$ cat src/rtl/if_hazard_ctrl_pkg.sv
// Shared types and widths for the IF-stage hazard controller.
// Holds the controller state encoding and the default datapath widths.
package hazard_pkg;

  localparam int XLEN_DEF    = 32;
  localparam int REG_W_DEF   = 5;
  localparam int FLUSH_CNT_W = 3;

  typedef enum logic [1:0] {
    RUN       = 2'd0,
    BR_FLUSH  = 2'd1,
    IMEM_WAIT = 2'd2
  } ctrl_state_t;

endpackage

$ cat src/rtl/if_hazard_ctrl_load_use_detect.sv
// Load-use comparator between the load in EX and the source registers of the ID instruction.
// Purely combinational, zero latency; x0 as a destination never reports a hazard.
module load_use_detect
  import hazard_pkg::*;
#(
  parameter int REG_W = REG_W_DEF
) (
  input  logic [REG_W-1:0] id_rs1,
  input  logic [REG_W-1:0] id_rs2,
  input  logic             id_uses_rs1,
  input  logic             id_uses_rs2,
  input  logic [REG_W-1:0] ex_rd,
  input  logic             ex_mem_read,
  output logic             load_use
);

  logic rs1_hit;
  logic rs2_hit;

  assign rs1_hit  = id_uses_rs1 && (id_rs1 == ex_rd);
  assign rs2_hit  = id_uses_rs2 && (id_rs2 == ex_rd);
  assign load_use = ex_mem_read && (ex_rd != '0) && (rs1_hit || rs2_hit);

endmodule

$ cat src/rtl/if_hazard_ctrl.sv
// Sequences IFStage: load-use stalls, EX branch redirects with ID/EX flush, imem wait stalls.
// Redirect/flush one cycle after the request edge; stalls are same-cycle. HAZARD_PERF_CNT_EN adds perf counters.
module if_hazard_ctrl
  import hazard_pkg::*;
#(
  parameter int XLEN         = XLEN_DEF,
  parameter int REG_W        = REG_W_DEF,
  parameter int FLUSH_CYCLES = 2,
  parameter int MAX_WAIT     = 255
) (
  input  logic             clk,
  input  logic             rst,
  input  logic [REG_W-1:0] idRs1,
  input  logic [REG_W-1:0] idRs2,
  input  logic             idUsesRs1,
  input  logic             idUsesRs2,
  input  logic [REG_W-1:0] exRd,
  input  logic             exMemRead,
  input  logic             exBrValid,
  input  logic             exBrTaken,
  input  logic [XLEN-1:0]  exBrOffset,
  input  logic             imemReady,
  output logic             freeze,
  output logic             brTaken,
  output logic [XLEN-1:0]  brOffset,
  output logic             flushId,
  output logic             flushEx,
  output logic             imemTimeout
`ifdef HAZARD_PERF_CNT_EN
  ,
  output logic [31:0]      stallCycles,
  output logic [31:0]      flushEvents
`endif
);

  localparam int WAIT_W = $clog2(MAX_WAIT + 1);

  ctrl_state_t            state;
  logic [FLUSH_CNT_W-1:0] flush_cnt;
  logic [WAIT_W-1:0]      wait_cnt;

  logic load_use;
  logic br_req;
  logic in_run;
  logic in_wait;
  logic lu_stall;
  logic imem_stall;

  load_use_detect #(
    .REG_W(REG_W)
  ) u_load_use_detect (
    .id_rs1      (idRs1),
    .id_rs2      (idRs2),
    .id_uses_rs1 (idUsesRs1),
    .id_uses_rs2 (idUsesRs2),
    .ex_rd       (exRd),
    .ex_mem_read (exMemRead),
    .load_use    (load_use)
  );

  assign br_req  = exBrValid && exBrTaken;
  assign in_run  = (state == RUN);
  assign in_wait = (state == IMEM_WAIT);

  // The IF/ID contents are flushed during BR_FLUSH, so no stall source is honoured there.
  assign lu_stall   = in_run && load_use && !br_req;
  assign imem_stall = !imemReady && !br_req && ((in_run && !load_use) || in_wait);

  // Gated by rst so stray inputs cannot leak onto the combinational outputs during reset.
  assign freeze  = rst && (lu_stall || imem_stall);
  assign flushEx = rst && (flushId || lu_stall);

  always_ff @(posedge clk or negedge rst) begin
    if (!rst) begin
      state       <= RUN;
      flush_cnt   <= '0;
      wait_cnt    <= '0;
      brTaken     <= 1'b0;
      brOffset    <= '0;
      flushId     <= 1'b0;
      imemTimeout <= 1'b0;
    end else begin
      brTaken <= 1'b0;
      case (state)
        RUN: begin
          if (br_req) begin
            state     <= BR_FLUSH;
            brTaken   <= 1'b1;
            brOffset  <= exBrOffset;
            flushId   <= 1'b1;
            flush_cnt <= FLUSH_CNT_W'(FLUSH_CYCLES - 1);
          end else if (!load_use && !imemReady) begin
            state    <= IMEM_WAIT;
            wait_cnt <= WAIT_W'(1);
            if (MAX_WAIT == 1) imemTimeout <= 1'b1;
          end
        end
        BR_FLUSH: begin
          if (flush_cnt == '0) begin
            state   <= RUN;
            flushId <= 1'b0;
          end else begin
            flush_cnt <= flush_cnt - 1'b1;
          end
        end
        IMEM_WAIT: begin
          if (br_req) begin
            state     <= BR_FLUSH;
            brTaken   <= 1'b1;
            brOffset  <= exBrOffset;
            flushId   <= 1'b1;
            flush_cnt <= FLUSH_CNT_W'(FLUSH_CYCLES - 1);
            wait_cnt  <= '0;
          end else if (imemReady) begin
            state    <= RUN;
            wait_cnt <= '0;
          end else if (wait_cnt != WAIT_W'(MAX_WAIT)) begin
            wait_cnt <= wait_cnt + 1'b1;
            if (wait_cnt == WAIT_W'(MAX_WAIT - 1)) imemTimeout <= 1'b1;
          end
        end
        default: begin
          state     <= RUN;
          flushId   <= 1'b0;
          flush_cnt <= '0;
          wait_cnt  <= '0;
        end
      endcase
    end
  end

`ifdef HAZARD_PERF_CNT_EN
  always_ff @(posedge clk or negedge rst) begin
    if (!rst) begin
      stallCycles <= '0;
      flushEvents <= '0;
    end else begin
      if (freeze)  stallCycles <= stallCycles + 32'd1;
      if (brTaken) flushEvents <= flushEvents + 32'd1;
    end
  end
`endif

endmodule

$ cat config.mk
export PLATFORM = sky130hd
export DESIGN_NAME = if_hazard_ctrl
export DESIGN_NICKNAME = d
export VERILOG_FILES = /design/src/rtl/if_hazard_ctrl_pkg.sv /design/src/rtl/if_hazard_ctrl_load_use_detect.sv /design/src/rtl/if_hazard_ctrl.sv
export SDC_FILE = /design/constraint.sdc
export NUM_CORES = 1
export LEC_CHECK = 0
export CAP_MARGIN = 20
export CORE_MARGIN = 3
export CORE_UTILIZATION = 43
export CTS_BUF_LIST = sky130_fd_sc_hd__clkbuf_16
export CTS_CLUSTER_SIZE = 25
export DETAILED_ROUTE_END_ITERATION = 10
export PLACE_DENSITY = 0.9
export SKIP_LAST_GASP = 1
export SLEW_MARGIN = 0
export SYNTH_ARGS = -nofsm -noshare
export SYNTH_HDL_FRONTEND = slang
export SYNTH_SLANG_ARGS = --single-unit
$ cat constraint.sdc
create_clock -name clk -period 2.2 [get_ports clk]
set_input_delay 0.44 -clock clk [delete_from_list [all_inputs] [get_ports clk]]
set_output_delay 0.44 -clock clk [all_outputs]
set_load 0.1 [all_outputs]
### After elaboration in Yosys (flattened, before gate mapping)

Index checks and enable logic that the tools add are counted.

| storage, ports and cells | value |
|---|---|
| bits in registers | 48 |
| input bits | 55 |
| output and inout bits | 37 |
| word-level logic and storage cells | 76 |

| cells by class | value |
|---|---|
| add/sub/neg operators | 2 |
| mux-type cells | 20 |
| bitwise logic cells | 3 |
| eq/ne operators | 14 |
| reduce and logical (&&, ||, !) cells | 30 |

Operators with widths:

| kind | count |
|---|---|
| two-way mux 8 bit | 5 |
| one-hot mux 8 bit (3 select lines) | 1 |
| logical AND 1 bit | 13 |
| equality test 5 bit | 2 |
| two-way mux 2 bit | 5 |
| adder 8 x 1 -> 8 bit, second input constant | 1 |
| equality test 8 bit, second input constant | 1 |
| != test 8 bit, second input constant | 1 |
| two-way mux 3 bit | 2 |
| != test 2 bit, second input constant | 3 |
| one-hot mux 2 bit (3 select lines) | 1 |
| one-hot mux 3 bit (2 select lines) | 1 |
| AND reduction 2 bit | 3 |
| AND reduction 5 bit | 1 |
| nonzero test 5 bit | 1 |
| logical OR 1 bit | 4 |
| two-way mux 1 bit | 4 |
| != test 2 x 1 -> 1 bit, second input constant | 2 |
| != test 4 x 3 -> 1 bit, second input constant | 1 |
| AND reduction 4 bit | 1 |
| logical NOT 1 bit | 3 |
| logical NOT 3 bit | 1 |
| != test 3 x 2 -> 1 bit, second input constant | 1 |
| != test 3 bit, second input constant | 1 |
| other kinds (8) | 10 |

### Logic depth before layout (Yosys ltp)

Gate-level depths: netlist of run 1.

| depth | value |
|---|---|
| depth after elaboration | 10 |
| mapped depth | 6 |
| gate-level depth less buffers | 6 |

### Hierarchy

A second synthesis of run 1 with hierarchy kept.

| unflattened totals | value |
|---|---|
| cell total of the unflattened synthesis | 250 |
| area total of the unflattened synthesis | 2217.1 um^2 |

By module, submodules not included:

| module | cells an instance | instances | area an instance (um^2) | sequential area each (um^2) |
|---|---|---|---|---|
| if_hazard_ctrl | 233 | 1 | 2083.2 | 1201.2 |
| load_use_detect | 17 | 1 | 133.9 | 0.0 |

### Least setup slack after synthesis of run 1

Ideal clock, no wire load.

| timing path | value |
|---|---|
| path kind | input to output |
| from | input exRd[2] |
| to | output freeze |
| slack | -0.824 ns |
| stages | 5 |
| data required time | 1.760 ns |
| arrival | 2.584 ns |
| path through | xnor2_1 nand4_1 o22ai_1 nand2_1 a21oi_1 |

| on the way | value |
|---|---|
| longest elaborated chain between the ends | 10 |
| elaborated cells between the ends (all ways) | 16 |

Ends and longest elaborated chain:

| what | RTL line | source |
|---|---|---|
| from (decl) | if_hazard_ctrl.sv:17 | `input logic [REG_W-1:0] exRd,` |
| equality test 5 bit (on tied branches) | if_hazard_ctrl_load_use_detect.sv:20, if_hazard_ctrl_load_use_detect.sv:21 |  |
| logical AND 1 bit (on tied branches) | if_hazard_ctrl_load_use_detect.sv:20, if_hazard_ctrl_load_use_detect.sv:21 |  |
| logical OR 1 bit | if_hazard_ctrl_load_use_detect.sv:22 | `assign load_use = ex_mem_read && (ex_rd != '0) && (rs1_hit \|\| rs2_hit);` |
| logical AND 1 bit * | if_hazard_ctrl_load_use_detect.sv:22 |  |
| logical NOT 1 bit | if_hazard_ctrl.sv:67 | `assign imem_stall = !imemReady && !br_req && ((in_run && !load_use) \|\| in_wait);` |
| logical AND 1 bit | if_hazard_ctrl.sv:67 |  |
| logical OR 1 bit | if_hazard_ctrl.sv:67 |  |
| logical AND 1 bit | if_hazard_ctrl.sv:67 |  |
| logical OR 1 bit * | if_hazard_ctrl.sv:70 | `assign freeze = rst && (lu_stall \|\| imem_stall);` |
| logical AND 1 bit * | if_hazard_ctrl.sv:70 |  |
| to (decl) | if_hazard_ctrl.sv:23 | `output logic freeze,` |

Every way passes the cells marked *; elsewhere a longest branch is shown, timed or not.

### Worst setup path after layout of run 1

| timing path | value |
|---|---|
| from | input exRd[4] |
| to | output freeze |

Same word-level chain as after synthesis.

==> results of run 1 <==
-- area by class of cell --
class	count	area [um2]	share of cell area [%]
Clock buffer	5	125	3.52
Tap cell	67	83.8	2.36
Multi-Input combinational cell	186	1090	30.8
Inverter	5	18.8	0.529
Sequential cell	48	1200	33.8
Clock inverter	2	12.5	0.352
Timing Repair Buffer	113	1010	28.6
-- sequential cells by signal, indices dropped and copies added, names as in the netlist --
register     cells
flush_cnt        3
brOffset        32
imemTimeout      1
flushId          1
brTaken          1
state            2
wait_cnt         8
-- power breakdown --
group          internal (mW)  switching, mW
sequential              1.20          0.238
clock                  0.412          0.307
combinational          0.801           2.64
-- layer usage --
metal / vias to the layer above / GRT usage [%]
met5: - / 0
met3: 4 / 5.34
met2: 59 / 36.8
li1: 1027 / -
met4: 0 / 4.63
met1: 991 / 24.9
-- worst register-to-register path, cell delays in order (launching register included) --
cell      delay [ns]
dfrtp_1         0.40
ha_1            0.22
nand2_1         0.06
or3_1           0.41
o22ai_1         0.27
a211oi_4        0.07
buf_6           0.15
o32a_2          0.18
-- how the worst max path moves through the flow --
| stage | to | slack [ns] | depth (start not counted) |
|---|---|---|---|
| 6_report | freeze | -0.01 | 8 |
| 5_1_grt | flushEx | -0.05 | 7 |
| 4_1_cts | flushEx | 0.006 | 8 |
| 3_5_place_dp | flushEx | -0.50 | 7 |
| 3_3_place_gp | flushEx | -0.45 | 7 |
| 2_1_floorplan | freeze | 0.02 | 5 |
-- synthesized netlist by cell type --
| library cell | n | share of area [%] |
|---|---|---|
| o22ai_1 | 3 | 0.85 |
| ha_1 | 4 | 2.3 |
| buf_1 | 1 | 0.17 |
| nand2_1 | 110 | 19 |
| o21bai_1 | 1 | 0.34 |
| nor2_1 | 7 | 1.2 |
| or4_1 | 1 | 0.34 |
| nand3b_1 | 1 | 0.34 |
| a211oi_4 | 1 | 0.91 |
| nand4_1 | 2 | 0.57 |
| and2_1 | 3 | 0.85 |
| nand3_1 | 4 | 0.91 |
| nand2b_1 | 2 | 0.57 |
| xnor2_1 | 10 | 4.0 |
| or3_1 | 1 | 0.28 |
| inv_1 | 5 | 0.85 |
| o21ai_0 | 3 | 0.68 |
| a31oi_1 | 5 | 1.4 |
| mux2_4 | 1 | 0.68 |
| a211oi_1 | 1 | 0.34 |
| nor3_2 | 1 | 0.45 |
| dfrtp_1 | 48 | 54 |
| o32a_2 | 1 | 0.51 |
| a41oi_1 | 2 | 0.79 |
| a21oi_1 | 11 | 2.5 |
| nor2b_1 | 4 | 1.1 |
| o41ai_1 | 1 | 0.40 |
| and3_1 | 3 | 0.85 |
| buf_4 | 2 | 0.68 |
| o21ai_2 | 1 | 0.40 |
| clkbuf_1 | 5 | 0.85 |
| o21a_1 | 2 | 0.68 |
-- through the flow --
step	hold WS [ns]	util (%)	cell area [um2]	std cells
2_1_floorplan	0.144	-	2220	247
3_3_place_gp	0.456	66.6	3230	413
3_5_place_dp	0.452	66.6	3230	413
4_1_cts	0.323	72.0	3490	427
5_1_grt	0.348	73.2	3550	426
6_report	0.295	73.2	3550	426
-- cells by family (layout without fill, tap and decap cells) --
group	after synthesis	count (layout)	share of synthesized area, %
compound gates	32	32	9.82
xor+xnor	10	10	3.97
fa+ha+maj	4	4	2.27
buf+inv	13	125	2.55
flops	48	48	54.5
mux	1	1	0.681
simple gates	139	139	26.2
-- repair_timing --
item | in CTS | in global routing
buffers inserted | 7 | 1
endpoints found under the setup margin | 10 | 10
cloned | 0 | 0
gates resized for setup | 47 | 23
hold endpoints to repair | 0 | 0
pin swaps | 20 | 18
==> run_results.csv, run 1 <==
group,metric,value,unit
outcome,outcome,"finished with violations",
outcome,violations,"setup timing",
cells_and_area,nets,418,
global_routing,antenna_found_initial,0,
worst_setup_path,crit_chain,"buf_6 > or4_4 > o21ai_4 > nor2_4 > buf_6 > nand2_4 > a21oi_4 > buf_12",
die,core-area,4850,um2
timing,finalSetupViolCount,2,
synth,synthCells,247,
timing,slew_headroom,61.3,%
pwr,power,5.60,mW
clocking,clkLatencyLatePin,0.28,ns
worst_setup_path,cp_max_fo,2,
place,post-place-ws,-0.503,ns
cells_and_area,diodes,0,
timing,max_freq,453,MHz
worst_setup_path,r2r_cells,7,
synth,ys_types,32,
worst_setup_path,r2r_start,"wait_cnt[0]$_DFFE_PN0P_",
route,antenna_left,0,
pwr,irDropWorstVdd,1060,uV
place,hpwl,4.12,mm
pwr,power.density,1580,nW/um2
synth,yosys_register_bits,48,
route,wl_met3,299,um
clocking,cts_buffers,5,
route,firstDrtPassIters,4,
synth,synth-seq-area-share,54.5,%
clocking,clk_path_buf_depth,2,
clocking,cts.sink_count,48,
timing,skew,0.00387,ns
die,std_cell_rows,25,
global_routing,grt_overflow,0,
global_routing,grt_pass1_vias,2171,
synth,avgSynthCellArea,8.93,um2
clocking,cts-root-buf,"clkbuf_16",
die,die_h,77.6,um
route,detail_route.wirelength,6.09,mm
timing,finalCritPeriodShare,100,%
worst_setup_path,required,1.76,ns
global_routing,grt_pass1_wl,10.0,mm
route,route.met2.wl,3.22,mm
synth,ys.warnings.count,0,
clocking,path_clk_slew,0.06,ns
timing,tns,-0.00955,ns
global_routing,grt_use_total,20.7,%
global_routing,grt_max_degree,49,
worst_setup_path,crit_family,"simple AND/OR/NAND/NOR gates",
synth,synth_nets,306,
die,fp.dieW,77.6,um
cells_and_area,final_cell_mix,"nand2_1, buf_4, dfrtp_1",
route,top_layer,"met4",
cells_and_area,layout_commonest_cell,"nand2_1",
route,drc,0,
die,ioPinCount,92,
worst_setup_path,crit_buf_inv,3,
clocking,cts_tree,"built",
worst_setup_path,setup.worst_path.start,"exRd[4]",
route,met1Wirelength,2.54,mm
timing,hold_viol_final,0,
worst_setup_path,worst_r2r_endpoint,"wait_cnt[0]$_DFFE_PN0P_",
route,num_vias,2081,
clocking,postCtsHoldBufs,0,
cells_and_area,fill_cells,329,
synth,synth_area,2200,um2
timing,worst_slack,-0.00955,ns
place,io_buffers,91,
timing,period_minus_slack,2.21,ns
die,start_util,45.5,%
route,drt_iter0_drc,114,
route,via_per_inst,4.88,
worst_setup_path,cpMaxStageDelayCell,"or4_4",
die,dieArea,6020,um2
worst_setup_path,end_kind,"output port",
worst_setup_path,critPathKind,"in -> out",
worst_setup_path,cp-start-kind,"input port",
timing,rsz0062_at_grt,"true",
clocking,h-tree-depth,2,
timing,worst_slew_pin_slew,0.580,ns
place,place_congestion,0.810,
route,wl_per_cell,14.3,um
cells_and_area,layout-drive-gt1-share,26.2,%
min_path,hold_path_class,"in -> async",
worst_setup_path,cp_data_arrival_time,1.77,ns
worst_setup_path,slowest_delay,0.54,ns
timing,slew_viol_final,0,
pwr,static-leakage-power,1.78,nW
job,drv_cap,0,
worst_setup_path,r2r_slack,0.33,ns
cells_and_area,area_delta_synth_final,61.0,%
worst_setup_path,crit_top_cell,"buf_6",
(Power assumes the default switching activity.)
==> run 2, diff against run 1 <==
--- a/config.mk
+++ b/config.mk
@@ -12,6 +12,7 @@
 export CTS_CLUSTER_SIZE = 25
 export DETAILED_ROUTE_END_ITERATION = 10
 export PLACE_DENSITY = 0.9
+export REMOVE_ABC_BUFFERS = 1
 export SKIP_LAST_GASP = 1
 export SLEW_MARGIN = 0
 export SYNTH_ARGS = -nofsm -noshare
==> constraint.sdc (replaced) <==
create_clock -name clk -period 2.1 [get_ports clk]
set_input_delay 0.42 -clock clk [delete_from_list [all_inputs] [get_ports clk]]
set_output_delay 0.42 -clock clk [all_outputs]
set_load 0.1 [all_outputs]
==> run_results.csv, run 2 (same netlist as run 1, synthesis figures left out) <==
group,metric,value,unit
outcome,outcome,"finished with violations",
outcome,violations,"setup timing",
die,die_h,77.6,um
timing,hold_slack,0.260,ns
die,dieArea,6020,um2
worst_setup_path,critPathKind,"in -> out",
worst_setup_path,r2r_cells,7,
global_routing,antenna_found_initial,0,
clocking,clkLatencyLatePin,0.28,ns
timing,period_minus_slack,2.13,ns
route,drt_iter0_drc,116,
pwr,power.density,1720,nW/um2
pwr,p_clk_share,13.1,%
die,ioPinCount,92,
global_routing,grt_overflow,0,
timing,worst_slack,-0.0308,ns
cells_and_area,layout_commonest_cell,"nand2_1",
pwr,irDropWorstVdd,1470,uV
timing,hold_viol_final,0,
worst_setup_path,cp_max_fo,2,
place,post-place-ws,-0.500,ns
clocking,cts.sink_count,48,
route,antenna_left,0,
route,detail_route.wirelength,5.76,mm
place,hpwl,4.42,mm
pwr,comb_power_share,61.1,%
cells_and_area,regMostFlops,"brOffset",
worst_setup_path,end_kind,"output port",
cells_and_area,nets,414,
timing,worst_slew_pin_slew,0.573,ns
cells_and_area,largest_register_ffs,32,
timing,slew_headroom,61.8,%
pwr,power,5.81,mW
global_routing,grt_pass1_vias,2072,
worst_setup_path,cp-start-kind,"input port",
route,wl_per_cell,13.6,um
pwr,sw_frac_of_total,56.8,%
place,io_buffers,91,
job,drv_cap,0,
route,via_per_inst,4.86,
timing,max_freq,469,MHz
cells_and_area,layout-drive-gt1-share,23.6,%
route,drc,0,
cells_and_area,area_delta_synth_final,53.6,%
clocking,h-tree-depth,2,
cells_and_area,fill_cells,382,
pwr,power.internal,2.51,mW
worst_setup_path,required,1.68,ns
place,place_congestion,0.772,
die,std_cell_rows,25,
global_routing,grt_use_total,19.6,%
die,fp.dieW,77.6,um
timing,finalSetupViolCount,2,
die,core-area,4850,um2
pwr,static-leakage-power,1.69,nW
clocking,cts-root-buf,"clkbuf_16",
clocking,cts_tree,"built",
cells_and_area,top_regs,"brOffset: 32 flops, wait_cnt: 8 flops, flush_cnt: 3 flops",
route,firstDrtPassIters,4,
route,num_vias,2054,
clocking,path_clk_slew,0.06,ns
global_routing,grt_max_degree,49,
clocking,postCtsHoldBufs,0,
timing,slew_viol_final,0,
timing,tns,-0.0435,ns
clocking,clk_path_buf_depth,2,
global_routing,grt_pass1_wl,9.48,mm
worst_setup_path,cp_data_arrival_time,1.71,ns
timing,skew,0.00403,ns
die,start_util,45.5,%
pwr,netSwitchingPower,3.30,mW
pwr,seqPwrFrac,25.9,%
cells_and_area,final_cell_mix,"nand2_1, buf_4, dfrtp_1",
timing,rsz0062_at_grt,"true",
cells_and_area,diodes,0,
clocking,cts_buffers,5,
min_path,hold_path_class,"in -> async",
timing,finalCritPeriodShare,101,%
==> run 2: path summary, 6_finish.rpt <==
check / from / endpoint / slack, ns
worst max-delay path: exRd[2] / flushEx / -0.03
worst min-delay path: rst / brOffset[0]$_DFFE_PN0P_ / 0.26
worst max register to register: wait_cnt[1]$_DFFE_PN0P_ / wait_cnt[0]$_DFFE_PN0P_ / 0.15
worst min register to register: imemTimeout$_DFFE_PN0P_ / imemTimeout$_DFFE_PN0P_ / 0.47
max in group asynchronous: rst / flush_cnt[1]$_DFFE_PN0P_ / 1.44
min in group clk: imemTimeout$_DFFE_PN0P_ / imemTimeout$_DFFE_PN0P_ / 0.47
==> run 2: worst max-delay path, cell delays in order <==
cell,delay [ns]
buf_8,0.10
or4_4,0.54
o21ai_4,0.16
nor2_2,0.07
a31oi_2,0.17
nor2b_2,0.08
buf_12,0.17
==> run 2: cell type report <==
cell class | instances | area, um2 | share of cell area (%)
Sequential cell | 48 | 1200 | 35.5
Multi-Input combinational cell | 186 | 991 | 29.3
Timing Repair Buffer | 109 | 948 | 28.0
Clock buffer | 5 | 125 | 3.70
Tap cell | 67 | 83.8 | 2.48
Inverter | 5 | 18.8 | 0.554
Clock inverter | 3 | 17.5 | 0.517
==> run 2: metal layers <==
| layer | share of wire, % | track usage (%) | up-vias |
|---|---|---|---|
| met5 | 0 | 0 | - |
| met4 | 1.8 | 5.16 | 0 |
| met2 | 56 | 37.6 | 56 |
| met1 | 38 | 21.5 | 969 |
| li1 | - | - | 1017 |
| met3 | 4.0 | 4.18 | 12 |
==> run 2: power groups by stage <==
stage	combinational, mW	sequential [mW]	clock (mW)
6_report	3.55	1.50	0.759
5_1_grt	3.71	1.55	0.817
4_1_cts	3.55	1.50	0.773
3_5_place_dp	3.55	1.50	0
3_3_place_gp	3.49	1.49	0
2_1_floorplan	0.631	3.50	0
==> run 2: what timing repair did <==
action / in CTS / in global routing
setup endpoints to repair: 10 / 2
gates cloned: 0 / 0
gates resized for setup: 36 / 17
buffers inserted: 2 / 1
pin swaps: 18 / 12
==> run 2: through the flow <==
stage / cell area, um2 / utilization [%] / cells
final: 3390 / 69.8 / 423
after global routing: 3390 / 69.8 / 423
after CTS: 3360 / 69.3 / 422
after detailed placement: 3200 / 66.0 / 412
after global placement: 3200 / 66.0 / 412
after floorplan: 2170 / - / 239
==> RTL change 1, RTL diff (config.mk and constraints of run 1) <==
Set the parameter `MAX_WAIT` to 510 (it was 255).
--- a/src/rtl/if_hazard_ctrl.sv
+++ b/src/rtl/if_hazard_ctrl.sv
@@ -6,7 +6,7 @@
   parameter int XLEN         = XLEN_DEF,
   parameter int REG_W        = REG_W_DEF,
   parameter int FLUSH_CYCLES = 2,
-  parameter int MAX_WAIT     = 255
+  parameter int MAX_WAIT     = 510
 ) (
   input  logic             clk,
   input  logic             rst,
Check against the original RTL: no difference found for any inputs over 10 cycles, from zero or initial values and one cycle with rst low; that may be too few to reach the edited logic, so the function may still have changed.
==> RTL change 1 against run 1 <==
The run still ends with negative setup slack left. Synthesized cell count increased by 5.3%. Routed wire length is 1.2% higher. Sequential share of layout area grew 0.86 points. Worst hold slack worse by 0.0016 ns. Design area down 0.46%. Total power is 2.1% higher. Non-clock buffer count fell by 7. Synthesized area is 4.6% higher. Count of clock-buffer cells in the layout stayed put. Clock power grew 20%. Setup slack better by 0.0043 ns. Global-route usage fell by 1.3 points. Sequential cell count rose by 1. Largest power group unchanged.
==> RTL change 1: results (changes against run 1) <==
* Placement Cell Area at 3299 µm² (+2.2%)
* Met2 GRT Util at 33.42% (-3.4 points)
* Clock Power at 0.862 mW (+20%)
* Synth-to-Final Area Change at 53.23%
* Layout cells sized above 1 at 22.47% (-3.7 points)
* Slew @ Worst Pin at 0.6038 ns (+0.02345 ns)
* WL met3 at 340 µm (+14%)
* Reg2Reg Depth at 6 (-1)
* Post-CTS Resized at 23 (-51%)
* Sequential share of the synthesized area at 53.17% (-1.3 points)
* Post-synth net total at 320 (+4.6%)
* Met1 Use GR at 24.26% (-0.66 points)
* Regs by FF count: brOffset x32, wait_cnt x9, flush_cnt x3
* Final Skew at 0.004936 ns (+0.001070 ns)
* NonClk Buf Share at 26.74% (-1.9 points)
* Layout clock area frac at 4.745% (+0.87 points)
* Lkg Pwr at 1.755 nW (-1.2%)
* Non-clk bufs at 106 (-6.2%)
* Non-CTS inverters at 6 (+1)
* Power per Cell Area at 1619 nW/µm² (+2.6%)
* Final std cells w/o fill at 435 (+2.1%)
* Final WS setup at -0.005248 ns (+0.004302 ns)
* Post-Route WL at 6170 µm (+1.2%)
* Synth area leaders: dfrtp_1, nand2_1, xnor2_1
* Post-DP HPWL at 4363 µm (+5.9%)
* Violated checks: negative setup slack
* Worst-path fanout max at 3 (+1)
* Multi-input logic area at 1085 µm² (-0.80%)
* Initial drt markers at 200 (+75%)
* Post-synth top cells: nand2_1, dfrtp_1, o21ai_0, xnor2_1, a21oi_1
* Met1 wire length at 2492 µm (-2.0%)
* Status: finished with violations
* Worst VDD drop at 0.001035 V (-2.5%)
* Worst reg2reg setup slack at 0.59 ns (+0.26 ns)
* Internal power at 2.501 mW (+3.5%)
* Endpoints failing setup at 2 (unchanged)
* Via Count at 2195 (+5.5%)
* Register area at 1226 µm² (+2.1%)
* First-pass GRT wire length at 9646 µm (-3.9%)
* GRT Resource Usage Total at 19.36% (-1.3 points)
-- RTL change 1: cell types whose count changed after synthesis, sizes merged, moves of 3 or more --
cell and delta:
nor2b -3, nand2 +6, nand4 +3, o21ai +7
-- RTL change 1: critical path: stages --
cell             delay (ns)
clkdlybuf4s15_2        0.21
or4_4                  0.57
nor2_4                 0.14
nor2_2                 0.07
nand2_4                0.10
a21oi_4                0.07
buf_12                 0.17
-- RTL change 1: worst max path at each step --
stage | from | to | depth (start not counted)
after floorplan | exRd[1] | freeze | 5
after global placement | exRd[3] | freeze | 7
after detailed placement | exRd[3] | freeze | 7
after CTS | exRd[2] | freeze | 7
after global routing | exRd[3] | freeze | 7
final | exRd[3] | freeze | 7
-- RTL change 1: logic make-up after synthesis --
family / share of synthesized area (%)
simple gates: 26.59
flops: 53.17
compound gates: 10.31
buf+inv: 3.418
xor+xnor: 3.798
fa+ha+maj: 2.713
==> RTL change 2, RTL diff (flow settings as in run 1) <==
Without the edit above. Add an input register stage for `exBrOffset`; this delays it by one clock. The other inputs are not delayed to match.
--- a/src/rtl/if_hazard_ctrl.sv
+++ b/src/rtl/if_hazard_ctrl.sv
@@ -34,6 +34,12 @@
 );
 
   localparam int WAIT_W = $clog2(MAX_WAIT + 1);
+
+  logic [XLEN-1:0] exBrOffset_q;
+
+  always_ff @(posedge clk) begin
+    exBrOffset_q <= exBrOffset;
+  end
 
   ctrl_state_t            state;
   logic [FLUSH_CNT_W-1:0] flush_cnt;
@@ -86,7 +92,7 @@
           if (br_req) begin
             state     <= BR_FLUSH;
             brTaken   <= 1'b1;
-            brOffset  <= exBrOffset;
+            brOffset  <= exBrOffset_q;
             flushId   <= 1'b1;
             flush_cnt <= FLUSH_CNT_W'(FLUSH_CYCLES - 1);
           end else if (!load_use && !imemReady) begin
@@ -107,7 +113,7 @@
           if (br_req) begin
             state     <= BR_FLUSH;
             brTaken   <= 1'b1;
-            brOffset  <= exBrOffset;
+            brOffset  <= exBrOffset_q;
             flushId   <= 1'b1;
             flush_cnt <= FLUSH_CNT_W'(FLUSH_CYCLES - 1);
             wait_cnt  <= '0;
Function: changed (Yosys sat finds a counterexample within 4 cycles, from zero or initial values and one cycle with rst low).
==> RTL change 2 against run 1 <==
Setup slack better by 0.024 ns. Sequential power grew 44%. Total power up 20%. Final cell count up 13%. Design area rose by 20%. Sequential share of layout area is 9.3 points higher. Routed wire length grew 12%. Sequential cell count grew 32. Synthesized area up 35%. Clock skew is 0.0024 ns higher.
==> RTL change 2: results (changes against run 1) <==
* Status: finished clean
* Worst-path fanout max at 3 (+1)
* Seq group at 2.08 mW (+44%)
* Port bufs at 91 (unchanged)
* Met1 wire length at 2854 µm (+12%)
* Synth area leaders: dfrtp_1, dfxtp_1, nand2_1
* Worst VDD drop at 0.001048 V (-1.3%)
* Internal power at 3.320 mW (+37%)
* CTS buffer count at 9 (+4)
* Dpl cells at 465 (+13%)
* Initial drt markers at 108 (-5.3%)
* Final Skew at 0.006234 ns (+0.002368 ns)
* Placer Congestion at 0.8230 (+1.7%)
* Syn_area_per_cell at 10.17 µm² (+14%)
* Final std cells w/o fill at 481 (+13%)
* Slew @ Worst Pin at 0.3909 ns (-0.1895 ns)
* Post-DP HPWL at 5017 µm (+22%)
* Fillers at 518 (+57%)
* Synth-to-Final Area Change at 43.64%
* WL met2 at 3462 µm (+7.5%)
* Largest net degree at the start of global routing at 31 (-37%)
* Async S/R FF share, synth at 60.00% (-40 points)
* Final Total Pwr at 6.701 mW (+20%)
* Post-synth net total at 351 (+15%)
* Clock Power at 1.30 mW (+81%)
* Clk Tree Root Cell: clkbuf_16
* H-tree levels at 3 (+1)
* GRT Resource Usage Total at 18.29% (-2.4 points)
* WL met3 at 421 µm (+41%)
* Sequential share of the synthesized area at 62.01% (+7.5 points)
* Regs by FF count: brOffset x32, exBrOffset_q x32, wait_cnt x8
* Clk_lat worst skew at 0.32 ns (+0.04 ns)
* Maximum root-to-sink buffer count at 2 (unchanged)
* DP Worst Slack at -0.3841 ns (+0.1185 ns)
* Post-CTS Setup Inserts at 0 (-7)
* Layout cells sized above 1 at 22.52% (-3.7 points)
* Pre-antenna DRT Iters at 4 (unchanged)
* Post-CTS Resized at 44 (-6.4%)
* Post-synth top cells: nand2_1, dfrtp_1, dfxtp_1
* Worst Path Arrival at 1.75 ns (-0.02 ns)
* Lkg Pwr at 2.134 nW (+20%)
* Clk slew on worst S/H paths at 0.06 ns (about the same)
* Post-DR vias/cell at 4.859 (-0.54%)
* Post-Route WL at 6808 µm (+12%)
* Met1 Use GR at 21.89% (-3.0 points)
* Distinct cell type count after synthesis at 40 (+25%)
* First-pass GRT wire length at 10980 µm (+9.4%)
* Placement Cell Area at 3993 µm² (+24%)
* Fin nets at 458 (+9.6%)
* Met2 GRT Util at 31.41% (-5.4 points)
* Grt met3 use at 6.175% (+0.84 points)
==> RTL change 2: changes by cell type in the layout (fill, tap and decap cells not counted), moves of 3 or more <==
cell,before,now
a21o_1,0,7
a31oi_1,4,0
dfxtp_1,0,32
xnor2_2,7,0
o21ai_0,3,6
buf_6,8,2
xor2_1,0,6
nor3_1,0,3
clkbuf_16,5,9
xor2_2,0,3
==> RTL change 2: final cells by class <==
| type | count | share of cell area (%) |
|---|---|---|
| Inverter | 4 | 0.3519 |
| Sequential cell | 80 | 43.17 |
| Tap cell | 77 | 2.258 |
| Clock buffer | 9 | 5.279 |
| Clock inverter | 7 | 0.9091 |
| Timing Repair Buffer | 107 | 21.88 |
| Multi-Input combinational cell | 197 | 26.16 |
==> RTL change 2: cells by family (layout without fill, tap and decap cells) <==
kind of cell / Yosys count / count (layout) / synth area share [%]
adders and majority gates: 4 / 4 / 1.685
DFF: 80 / 80 / 62.00
xor gates and xnor gates: 12 / 12 / 3.539
AOI/OAI and AO/OA: 39 / 39 / 9.478
buffers and inverters: 15 / 127 / 2.317
and+or+nand+nor: 142 / 142 / 20.98
==> RTL change 2: worst paths after layout <==
| check | from | end | slack [ns] | cells after the start |
|---|---|---|---|---|
| setup / recovery | exMemRead | flushEx | 0.01 | 6 |
| hold / removal | rst | flush_cnt[2] | 0.15 | 2 |
| setup reg to reg | wait_cnt[0] | wait_cnt[3] | 0.30 | 6 |
| hold reg to reg | exBrOffset_q[25] | brOffset[25] | 0.41 | 2 |
| max in group asynchronous | rst | brOffset[13] | 1.69 | 2 |
| min in group clk | exBrOffset_q[25] | brOffset[25] | 0.41 | 2 |
==> RTL change 2: critical path, stage by stage <==
cell,delay [ns]
clkdlybuf4s50_1,0.45
nor2b_2,0.17
o21ai_4,0.08
buf_4,0.14
o31ai_4,0.25
buf_12,0.21
